$ cat src/rtl/hazard_ctrl_pkg.sv
// Shared pipeline types for hazard tracking: result kinds, shadow slots and
// multi-cycle latencies.
package hazard_ctrl_pkg;

    typedef logic [4:0] creg_addr_t;

    typedef enum logic [1:0] {
        RK_ALU  = 2'd0,
        RK_LOAD = 2'd1,
        RK_MUL  = 2'd2,
        RK_DIV  = 2'd3
    } res_kind_t;

    typedef struct packed {
        logic       valid;
        creg_addr_t wa;
        logic       wen;
        res_kind_t  kind;
    } hz_slot_t;

    typedef enum logic [2:0] {
        HZ_MEM   = 3'd0,
        HZ_MD    = 3'd1,
        HZ_FLUSH = 3'd2,
        HZ_LDUSE = 3'd3,
        HZ_RUN   = 3'd4
    } hz_case_t;

    localparam int MUL_LAT_DEF = 3;
    localparam int DIV_LAT_DEF = 65;
    localparam int CNT_W       = 7;

    localparam hz_slot_t SLOT_EMPTY = '{valid: 1'b0, wa: 5'd0, wen: 1'b0, kind: RK_ALU};

    // A source read hits a slot only for a real write to a non-zero register.
    function automatic logic src_hit(input creg_addr_t ra, input logic used, input hz_slot_t s);
        return used && (ra != 5'd0) && s.valid && s.wen && (s.wa == ra);
    endfunction

endpackage

$ cat src/rtl/hazard_ctrl_md_counter.sv
// Occupancy counter for multi-cycle units: loads a count, decrements to zero,
// busy while non-zero.
module md_counter #(
    parameter int W = 7
) (
    input  logic         clk_i,
    input  logic         reset_i,
    input  logic         load_i,
    input  logic [W-1:0] load_val_i,
    output logic         busy_o
);

    logic [W-1:0] cnt_q;

    // Count register: load wins over decrement; stops at zero.
    always_ff @(posedge clk_i) begin
        if (reset_i) begin
            cnt_q <= {W{1'b0}};
        end else if (load_i) begin
            cnt_q <= load_val_i;
        end else if (cnt_q != {W{1'b0}}) begin
            cnt_q <= cnt_q - {{(W-1){1'b0}}, 1'b1};
        end else begin
            cnt_q <= cnt_q;
        end
    end

    assign busy_o = (cnt_q != {W{1'b0}});

endmodule

$ cat src/rtl/hazard_ctrl.sv
// Hazard control for the 5-stage pipeline: tracks in-flight writes in E/M/W and
// produces stall/bubble controls for load-use, mul/div occupancy, D-cache and flush.
module hazard_ctrl
    import hazard_ctrl_pkg::*;
#(
    parameter int MUL_LAT = MUL_LAT_DEF,
    parameter int DIV_LAT = DIV_LAT_DEF
) (
    input  logic       clk,
    input  logic       reset,
    input  logic       d_valid,
    input  creg_addr_t d_ra1,
    input  logic       d_use1,
    input  creg_addr_t d_ra2,
    input  logic       d_use2,
    input  creg_addr_t d_wa,
    input  logic       d_wen,
    input  logic [1:0] d_kind,
    input  logic       mem_stall,
    input  logic       e_flush,
    output logic       stall_d,
    output logic       stall_e,
    output logic       stall_m,
    output logic       bubble_e,
    output logic       bubble_m,
    output logic       bubble_w,
    output logic       md_busy,
    output hz_slot_t   e_slot,
    output hz_slot_t   m_slot,
    output hz_slot_t   w_slot
);

    localparam logic [CNT_W-1:0] MUL_LD = CNT_W'(MUL_LAT - 1);
    localparam logic [CNT_W-1:0] DIV_LD = CNT_W'(DIV_LAT - 1);

    hz_slot_t         e_q, e_d, m_q, m_d, w_q, w_d;
    hz_slot_t         d_slot_s;
    logic             flush_pend_q, flush_pend_d;
    logic             ld_use_s, md_load_s;
    logic [CNT_W-1:0] md_ld_val_s;
    hz_case_t         case_s;

    // Decode-stage instruction as it would be recorded in slot e.
    always_comb begin
        d_slot_s.valid = d_valid;
        d_slot_s.wa    = d_wa;
        d_slot_s.wen   = d_wen & d_valid & (d_wa != 5'd0);
        d_slot_s.kind  = res_kind_t'(d_kind);
    end

    assign ld_use_s = d_valid && (e_q.kind == RK_LOAD) &&
                      (src_hit(d_ra1, d_use1, e_q) || src_hit(d_ra2, d_use2, e_q));

    // Priority selection of the active hazard case.
    always_comb begin
        if (mem_stall) begin
            case_s = HZ_MEM;
        end else if (md_busy) begin
            case_s = HZ_MD;
        end else if (e_flush || flush_pend_q) begin
            case_s = HZ_FLUSH;
        end else if (ld_use_s) begin
            case_s = HZ_LDUSE;
        end else begin
            case_s = HZ_RUN;
        end
    end

    // Stage controls and next shadow-slot contents for the selected case.
    always_comb begin
        stall_d      = 1'b0;
        stall_e      = 1'b0;
        stall_m      = 1'b0;
        bubble_e     = 1'b0;
        bubble_m     = 1'b0;
        bubble_w     = 1'b0;
        e_d          = e_q;
        m_d          = m_q;
        w_d          = w_q;
        flush_pend_d = flush_pend_q;
        case (case_s)
            HZ_MEM: begin
                stall_d      = 1'b1;
                stall_e      = 1'b1;
                stall_m      = 1'b1;
                bubble_w     = 1'b1;
                w_d          = SLOT_EMPTY;
                flush_pend_d = flush_pend_q | e_flush;
            end
            HZ_MD: begin
                stall_d      = 1'b1;
                stall_e      = 1'b1;
                bubble_m     = 1'b1;
                m_d          = SLOT_EMPTY;
                w_d          = m_q;
                flush_pend_d = flush_pend_q | e_flush;
            end
            HZ_FLUSH: begin
                bubble_e     = 1'b1;
                e_d          = SLOT_EMPTY;
                m_d          = e_q;
                w_d          = m_q;
                flush_pend_d = 1'b0;
            end
            HZ_LDUSE: begin
                stall_d  = 1'b1;
                bubble_e = 1'b1;
                e_d      = SLOT_EMPTY;
                m_d      = e_q;
                w_d      = m_q;
            end
            HZ_RUN: begin
                e_d = d_slot_s;
                m_d = e_q;
                w_d = m_q;
            end
            default: begin
                e_d = e_q;
            end
        endcase
    end

    // A MUL/DIV entering E arms the occupancy counter with its latency minus one.
    always_comb begin
        md_load_s = (case_s == HZ_RUN) && d_valid &&
                    ((d_slot_s.kind == RK_MUL) || (d_slot_s.kind == RK_DIV));
        if (d_slot_s.kind == RK_DIV) begin
            md_ld_val_s = DIV_LD;
        end else begin
            md_ld_val_s = MUL_LD;
        end
    end

    md_counter #(
        .W(CNT_W)
    ) u_md_counter (
        .clk_i      (clk),
        .reset_i    (reset),
        .load_i     (md_load_s),
        .load_val_i (md_ld_val_s),
        .busy_o     (md_busy)
    );

    // Shadow slot and pending-flush registers.
    always_ff @(posedge clk) begin
        if (reset) begin
            e_q          <= SLOT_EMPTY;
            m_q          <= SLOT_EMPTY;
            w_q          <= SLOT_EMPTY;
            flush_pend_q <= 1'b0;
        end else begin
            e_q          <= e_d;
            m_q          <= m_d;
            w_q          <= w_d;
            flush_pend_q <= flush_pend_d;
        end
    end

    assign e_slot = e_q;
    assign m_slot = m_q;
    assign w_slot = w_q;

endmodule
$ cat config.mk
export PLATFORM = sky130hd
export DESIGN_NAME = hazard_ctrl
export DESIGN_NICKNAME = d
export VERILOG_FILES = /design/src/rtl/hazard_ctrl_pkg.sv /design/src/rtl/hazard_ctrl_md_counter.sv /design/src/rtl/hazard_ctrl.sv
export SDC_FILE = /design/constraint.sdc
export NUM_CORES = 1
export LEC_CHECK = 0
export BUFFER_PORTS_ARGS = -buffer_cell sky130_fd_sc_hd__buf_2
export CORE_ASPECT_RATIO = 1.25
export CORE_MARGIN = 3
export CORE_UTILIZATION = 45
export CTS_BUF_LIST = sky130_fd_sc_hd__clkbuf_16
export DETAILED_ROUTE_END_ITERATION = 6
export PLACE_DENSITY = 0.8
export SLEW_MARGIN = 40
export SYNTH_ARGS = -nofsm -noshare
export SYNTH_HDL_FRONTEND = slang
export SYNTH_HIERARCHICAL = 1
export SYNTH_SLANG_ARGS = --single-unit
export TNS_END_PERCENT = 20
$ cat constraint.sdc
create_clock -name clk -period 3.1 [get_ports clk]
set_clock_uncertainty 0.15 [all_clocks]
set_input_delay 0.62 -clock clk [delete_from_list [all_inputs] [get_ports clk]]
set_output_delay 0.62 -clock clk [all_outputs]
set_load 0.005 [all_outputs]
== Word level (Yosys, flattened, before mapping) ==
Index checks and enable logic that the tools add are counted.
W data, S select, Z words.
Cells by class
  $add $sub $neg: 1
  eq/ne operators: 9
  mux-type cells: 16
  bitwise logic cells: 3
  reductions and logical operators: 30
Operator list (number)
  $pmux W9 S2: 3
  $mux W7: 3
  $reduce_bool A5 Y1: 3
  $logic_and A1 B1 Y1: 12
  $mux W3: 4
  $eq A5 B5 Y1: 2
  $reduce_bool A2 Y1: 5
  $reduce_bool A7 Y1: 1
  $sub A7 B1 Y7 const B: 1
  $eq A3 B2 Y1 const B: 2
  $reduce_or A3 Y1: 2
  $mux W1: 5
  $eq A2 B2 Y1 const B: 2
  $reduce_or A2 Y1: 2
  $reduce_or A4 Y1: 1
  $eq A3 B1 Y1 const B: 1
  $eq A3 B3 Y1 const B: 1
  $logic_not A3 Y1: 1
  $logic_or A1 B1 Y1: 3
  $and A1 B1 Y1: 2
  $eq A2 B1 Y1 const B: 1
  $pmux W1 S2: 1
  $or A1 B1 Y1: 1
Storage, ports and cells
  register bits: 35
  bits of input ports: 25
  output and inout port bits: 34
  logic and storage cells: 73

== Longest topological paths before layout ==
  depth in word-level cells: 15
  gate-level depth with buffers: 12
  mapped depth without buffers: 11

== By module ==
Netlist, hierarchy kept.
Modules (own cells, without submodules)
  hazard_ctrl: instances 1, cells each 119, area an instance 1142.3 sq um, seq. area each 560.5 sq um
  md_counter: instances 1, cells each 54, area an instance 464.2 sq um, seq. area each 140.1 sq um

== Worst setup path before layout ==
Ideal clock, no wire load.
  kind: input-to-reg
  start point: input d_ra2[1]
  end point: register u_md_counter.cnt_q[1]
  setup time: 80 ps
  arrival time: 2435 ps
  required time: 2870 ps
  setup slack: 435 ps
  stages: 9
  path buffers: 1
  cells stage by stage: xnor2_1 > nand3_1 > a2111oi_1 > nor2_1 > and4_1 > clkbuf_1 > nor3_1 > o21ai_2 > o221ai_2
On the way
  cells in the longest elaborated chain, start to end: 15
  elaborated cells on any way between the ends: 17
  those cells by class: eq/ne: 2; mux: 5; reduce/logical: 10
RTL lines
  from (decl): line hazard_ctrl.sv:14  | input creg_addr_t d_ra2,
  $reduce_bool A5 Y1: line hazard_ctrl_pkg.sv:37  | return used && (ra != 5'd0) && s.valid && s.wen && (s.wa == ra);
  $logic_and A1 B1 Y1 (3 in a row): line hazard_ctrl_pkg.sv:37
  $logic_and A1 B1 Y1 *: line hazard_ctrl_pkg.sv:37
  $logic_or A1 B1 Y1 *: line hazard_ctrl.sv:52  | (src_hit(d_ra1, d_use1, e_q) || src_hit(d_ra2, d_use2, e_q));
  $logic_and A1 B1 Y1 *: line hazard_ctrl.sv:51  | assign ld_use_s = d_valid && (e_q.kind == RK_LOAD) &&
  $mux W3 *: line hazard_ctrl.sv:62  | end else if (ld_use_s) begin
  $mux W3 *: line hazard_ctrl.sv:60  | end else if (e_flush || flush_pend_q) begin
  $mux W3 *: line hazard_ctrl.sv:58  | end else if (md_busy) begin
  $mux W3 *: line hazard_ctrl.sv:56  | if (mem_stall) begin
  $eq A3 B3 Y1 *: line hazard_ctrl.sv:125  | md_load_s = (case_s == HZ_RUN) && d_valid &&
  $logic_and A1 B1 Y1 * (2 in a row): line hazard_ctrl.sv:125
  via md_load_s: line hazard_ctrl.sv:39  | logic ld_use_s, md_load_s;
  $mux W7 / $reduce_bool A2 Y1 (equally long branches)
  to (signal assigned): line hazard_ctrl_md_counter.sv:18  | cnt_q <= {W{1'b0}};
  to (signal assigned): line hazard_ctrl_md_counter.sv:20  | cnt_q <= load_val_i;
  to (signal assigned): line hazard_ctrl_md_counter.sv:22  | cnt_q <= cnt_q - {{(W-1){1'b0}}, 1'b1};
  to (decl): line hazard_ctrl_md_counter.sv:13  | logic [W-1:0] cnt_q;
Mark *: on every way through the listed nets, which the timed path passes. The rest lies on a longest branch.
A chain may end at the register's enable or synchronous reset.

== Worst setup path after layout ==
  start point: register e_q (netlist bit e_slot[7])
  end point: output stall_d
On the way
  cells in the longest elaborated chain, start to end: 11
  elaborated cells on any way between the ends: 15
  those cells by class: eq/ne: 4; mux: 5; reduce/logical: 6
RTL lines
  from (decl): line hazard_ctrl.sv:36  | hz_slot_t e_q, e_d, m_q, m_d, w_q, w_d;
  from (signal assigned): line hazard_ctrl.sv:147  | e_q <= SLOT_EMPTY;
  from (signal assigned): line hazard_ctrl.sv:152  | e_q <= e_d;
  $eq A5 B5 Y1: line hazard_ctrl_pkg.sv:37
  $logic_and A1 B1 Y1: line hazard_ctrl_pkg.sv:37
  $logic_or A1 B1 Y1 *: line hazard_ctrl.sv:52
  $logic_and A1 B1 Y1 *: line hazard_ctrl.sv:51
  $mux W3 *: line hazard_ctrl.sv:62
  $mux W3 *: line hazard_ctrl.sv:60
  $mux W3 *: line hazard_ctrl.sv:58
  $mux W3 *: line hazard_ctrl.sv:56
  $eq A3 B1 Y1 (tied with other cells): line hazard_ctrl.sv:81  | case (case_s)
  $reduce_or A3 Y1 (no line) *
  $mux W1 *: line hazard_ctrl.sv:81
  to (decl): line hazard_ctrl.sv:21  | output logic stall_d,
Mark *: on every way between the ends. The rest lies on a longest branch, timed or not.

==> impl_metrics.env <==
export IMPL_outcome="finished clean"
export IMPL_crit_chain="xnor2_1 -> nand3_1 -> a2111oi_1 -> nor2_1 -> o31ai_1 -> buf_2"
export IMPL_tightest_slew_ps=572.3
export IMPL_globalplace_congestion=0.7926
export IMPL_rrSetupSlack_ps=450
export IMPL_synth_top_area_share_pct=43.61
export IMPL_cts_resized=0
export IMPL_grtUsageTotal_pct=18.89
export IMPL_hp_start="m_slot[7]"
export IMPL_core_area_um2=3309
export IMPL_fp_dieW_um=59.44
export IMPL_synth_ff_type="dfxtp_1"
export IMPL_crit_path_top_delay_cell="a2111oi_1"
export IMPL_synth_simple_area_share_pct=25.47
export IMPL_p_per_area_nw_per_um2=758.4
export IMPL_portBuffers=58
export IMPL_synth_common_cells="dfxtp_1 (35), nor2_1 (20), a21oi_1 (12)"
export IMPL_grt_first_pass_wirelength_um=6216
export IMPL_fin_crit_ps=2786
export IMPL_ys_types=41
export IMPL_synth_compound_area_share_pct=19.55
export IMPL_die_area_um2=4328
export IMPL_total_power_w=0.001590
export IMPL_vias=1504
export IMPL_cp_data_required_time_ps=2330
export IMPL_yosysWarnings=6
export IMPL_synth_area_leader_cell="dfxtp_1"
export IMPL_hp_class="reg2reg"
export IMPL_htree_levels=2
export IMPL_fp_dieH_um=72.81
export IMPL_cts_buffer_depth=2
export IMPL_ios=59
export IMPL_yosys_cell_count_top_type="dfxtp_1"
export IMPL_area_growth_pct=30.53
export IMPL_slowest_delay_ps=500
export IMPL_fin_area_um2=2097
export IMPL_ir_worst_vdd_v=0.0008065
export IMPL_drt_total_wl_um=3817
export IMPL_cts_tree="yes"
export IMPL_ys_async_sr_fraction_pct=0
export IMPL_synth_mux_area_share_pct=0.6231
export IMPL_finalHoldViolations=0
export IMPL_antenna_left=0
export IMPL_syn_instance_count=173
export IMPL_path_clk_slew_ps=50
export IMPL_overflow=0
export IMPL_crit_fanout=5
export IMPL_viasPerCell=5.449
export IMPL_final_max_slew_viol_count=0
export IMPL_tns_ps=0
export IMPL_cts_root_buf="clkbuf_16"
export IMPL_period_share_pct=89.86
export IMPL_fin_util_pct=63.36
export IMPL_rr_startpoint="u_md_counter/cnt_q[0]"
export IMPL_syn_area_per_cell_um2=9.286
export IMPL_cp_startpoint="e_slot[7]"
export IMPL_critPathBufInv=1
export IMPL_start_util_pct=48.54
export IMPL_relSlewSlack_pct=61.70
export IMPL_synth_xor_area_share_pct=5.452
export IMPL_placed_area_um2=1954
export IMPL_grt_max_degree=26
export IMPL_cp_start_kind="flip-flop"
export IMPL_synth_fa_ha_area_share_pct=1.558
export IMPL_synth_edf_count=0
export IMPL_leakagePower_nw=0.9150
export IMPL_dp_hpwl_um=2788
export IMPL_drc=0
export IMPL_multi_input_area_um2=865.8
export IMPL_maxCapViolations=0
export IMPL_cts_sinks=35
export IMPL_crit_arrival_ps=2020
export IMPL_yosysSeqAreaShare_pct=43.61
export IMPL_clock_latency_ps=270
export IMPL_nFillCells=283
export IMPL_setup_violations=0
export IMPL_num_antenna_cells=0
export IMPL_routedWlPerCell_um=13.83
export IMPL_endpoint_kind="output pin"
export IMPL_fp_row_count=23
export IMPL_synth_area_leaders="dfxtp_1 (44%), xnor2_1 (5.5%), a22o_1 (4.9%), nor2_1 (4.7%), a21oi_1 (3.7%)"
export IMPL_yosys_register_bits=35
export IMPL_firstDrtPassIters=4
export IMPL_dr_first_iter_drc_count=57
export IMPL_rsz0062_at_grt="no"
export IMPL_fin_cells=276
export IMPL_synth_top_family_by_area="simple AND/OR/NAND/NOR gates"
export IMPL_fin_nets=265
export IMPL_cts_inserted_buffers=5
export IMPL_crit_family="compound AO/OA/AOI/OAI gates"
export IMPL_max_freq_mhz=359.0
export IMPL_synth_area_um2=1607
export IMPL_grt_antenna_before_repair=0
export IMPL_postCtsHoldBufs=0
export IMPL_final_layout_size_suffix_gt1_share_pct=33.89
export IMPL_seq_area_um2=700.7
export IMPL_dp_cells=268
export IMPL_grt_pass1_vias=1399
export IMPL_post_cts_setup_buffers=0
export IMPL_worstSetupPathType="reg2out"
## metrics by stage
step / setup slack, ps / hold WS, ps
after floorplan: 435.4 / 328.1
after global placement: 346.9 / 318.7
after detailed placement: 301.5 / 321.3
after global routing: 127.7 / 346.5
final: 314.4 / 330.1
after CTS: 283.9 / 334.0
## registers in the layout, summed over array words and instances, names as in the netlist
register / count
flush_pend_q: 1
e_slot: 9
u_md_counter/cnt_q: 7
m_slot: 9
w_slot: 9
## placed cells by master, fill, tap and decap left out, types with 2 or more instances in the layout
master / n
conb_1: 5
xnor2_1: 10
dfxtp_1: 35
nor3_1: 4
buf_4: 4
a21oi_1: 12
nor2_1: 20
ha_1: 2
nor2b_1: 3
or3_1: 3
a22o_1: 9
and2_1: 9
o22ai_1: 2
nand2_1: 11
o221ai_2: 2
o41ai_1: 2
a2111oi_1: 2
nand3_1: 2
o21ai_2: 3
nor3b_2: 2
inv_1: 7
buf_2: 58
nor3b_1: 8
clkbuf_16: 5
## layout make-up
cell class,count,share of cell area [%]
Inverter,6,1.074
Clock buffer,5,5.967
Timing Repair Buffer,62,15.27
Multi-Input combinational cell,128,41.29
Clock inverter,3,0.7757
Sequential cell,35,33.41
Tap cell,37,2.208
## final timing paths
kind | endpoint | depth (start not counted)
worst max-delay path | stall_d | 6
worst min-delay path | w_slot[7] | 1
worst max register to register | u_md_counter/cnt_q[5] | 11
worst min register to register | w_slot[7] | 1
## power by group
part	switching, W	internal (W)
Sequential	0.0000685	0.000506
Combinational	0.000300	0.000250
Clock	0.000174	0.000292
## logic make-up after synthesis
kind of cell / count (synthesis)
AO/OA/AOI/OAI: 40
XOR/XNOR: 10
adder cells (fa/ha/maj): 2
buffers and inverters: 14
flip-flops: 35
multiplexers: 1
other: 1
AND/OR/NAND/NOR: 70
## routing by layer
metal | up-vias | global-route usage [%] | routed length, um
met4 | 0 | 6.297 | 27
met2 | 49 | 32.32 | 1895
met1 | 701 | 22.19 | 1654
met3 | 4 | 5.487 | 239
met5 | - | 0 | 0
li1 | 750 | - | -
Note: power is estimated with default switching activity, not from simulation.
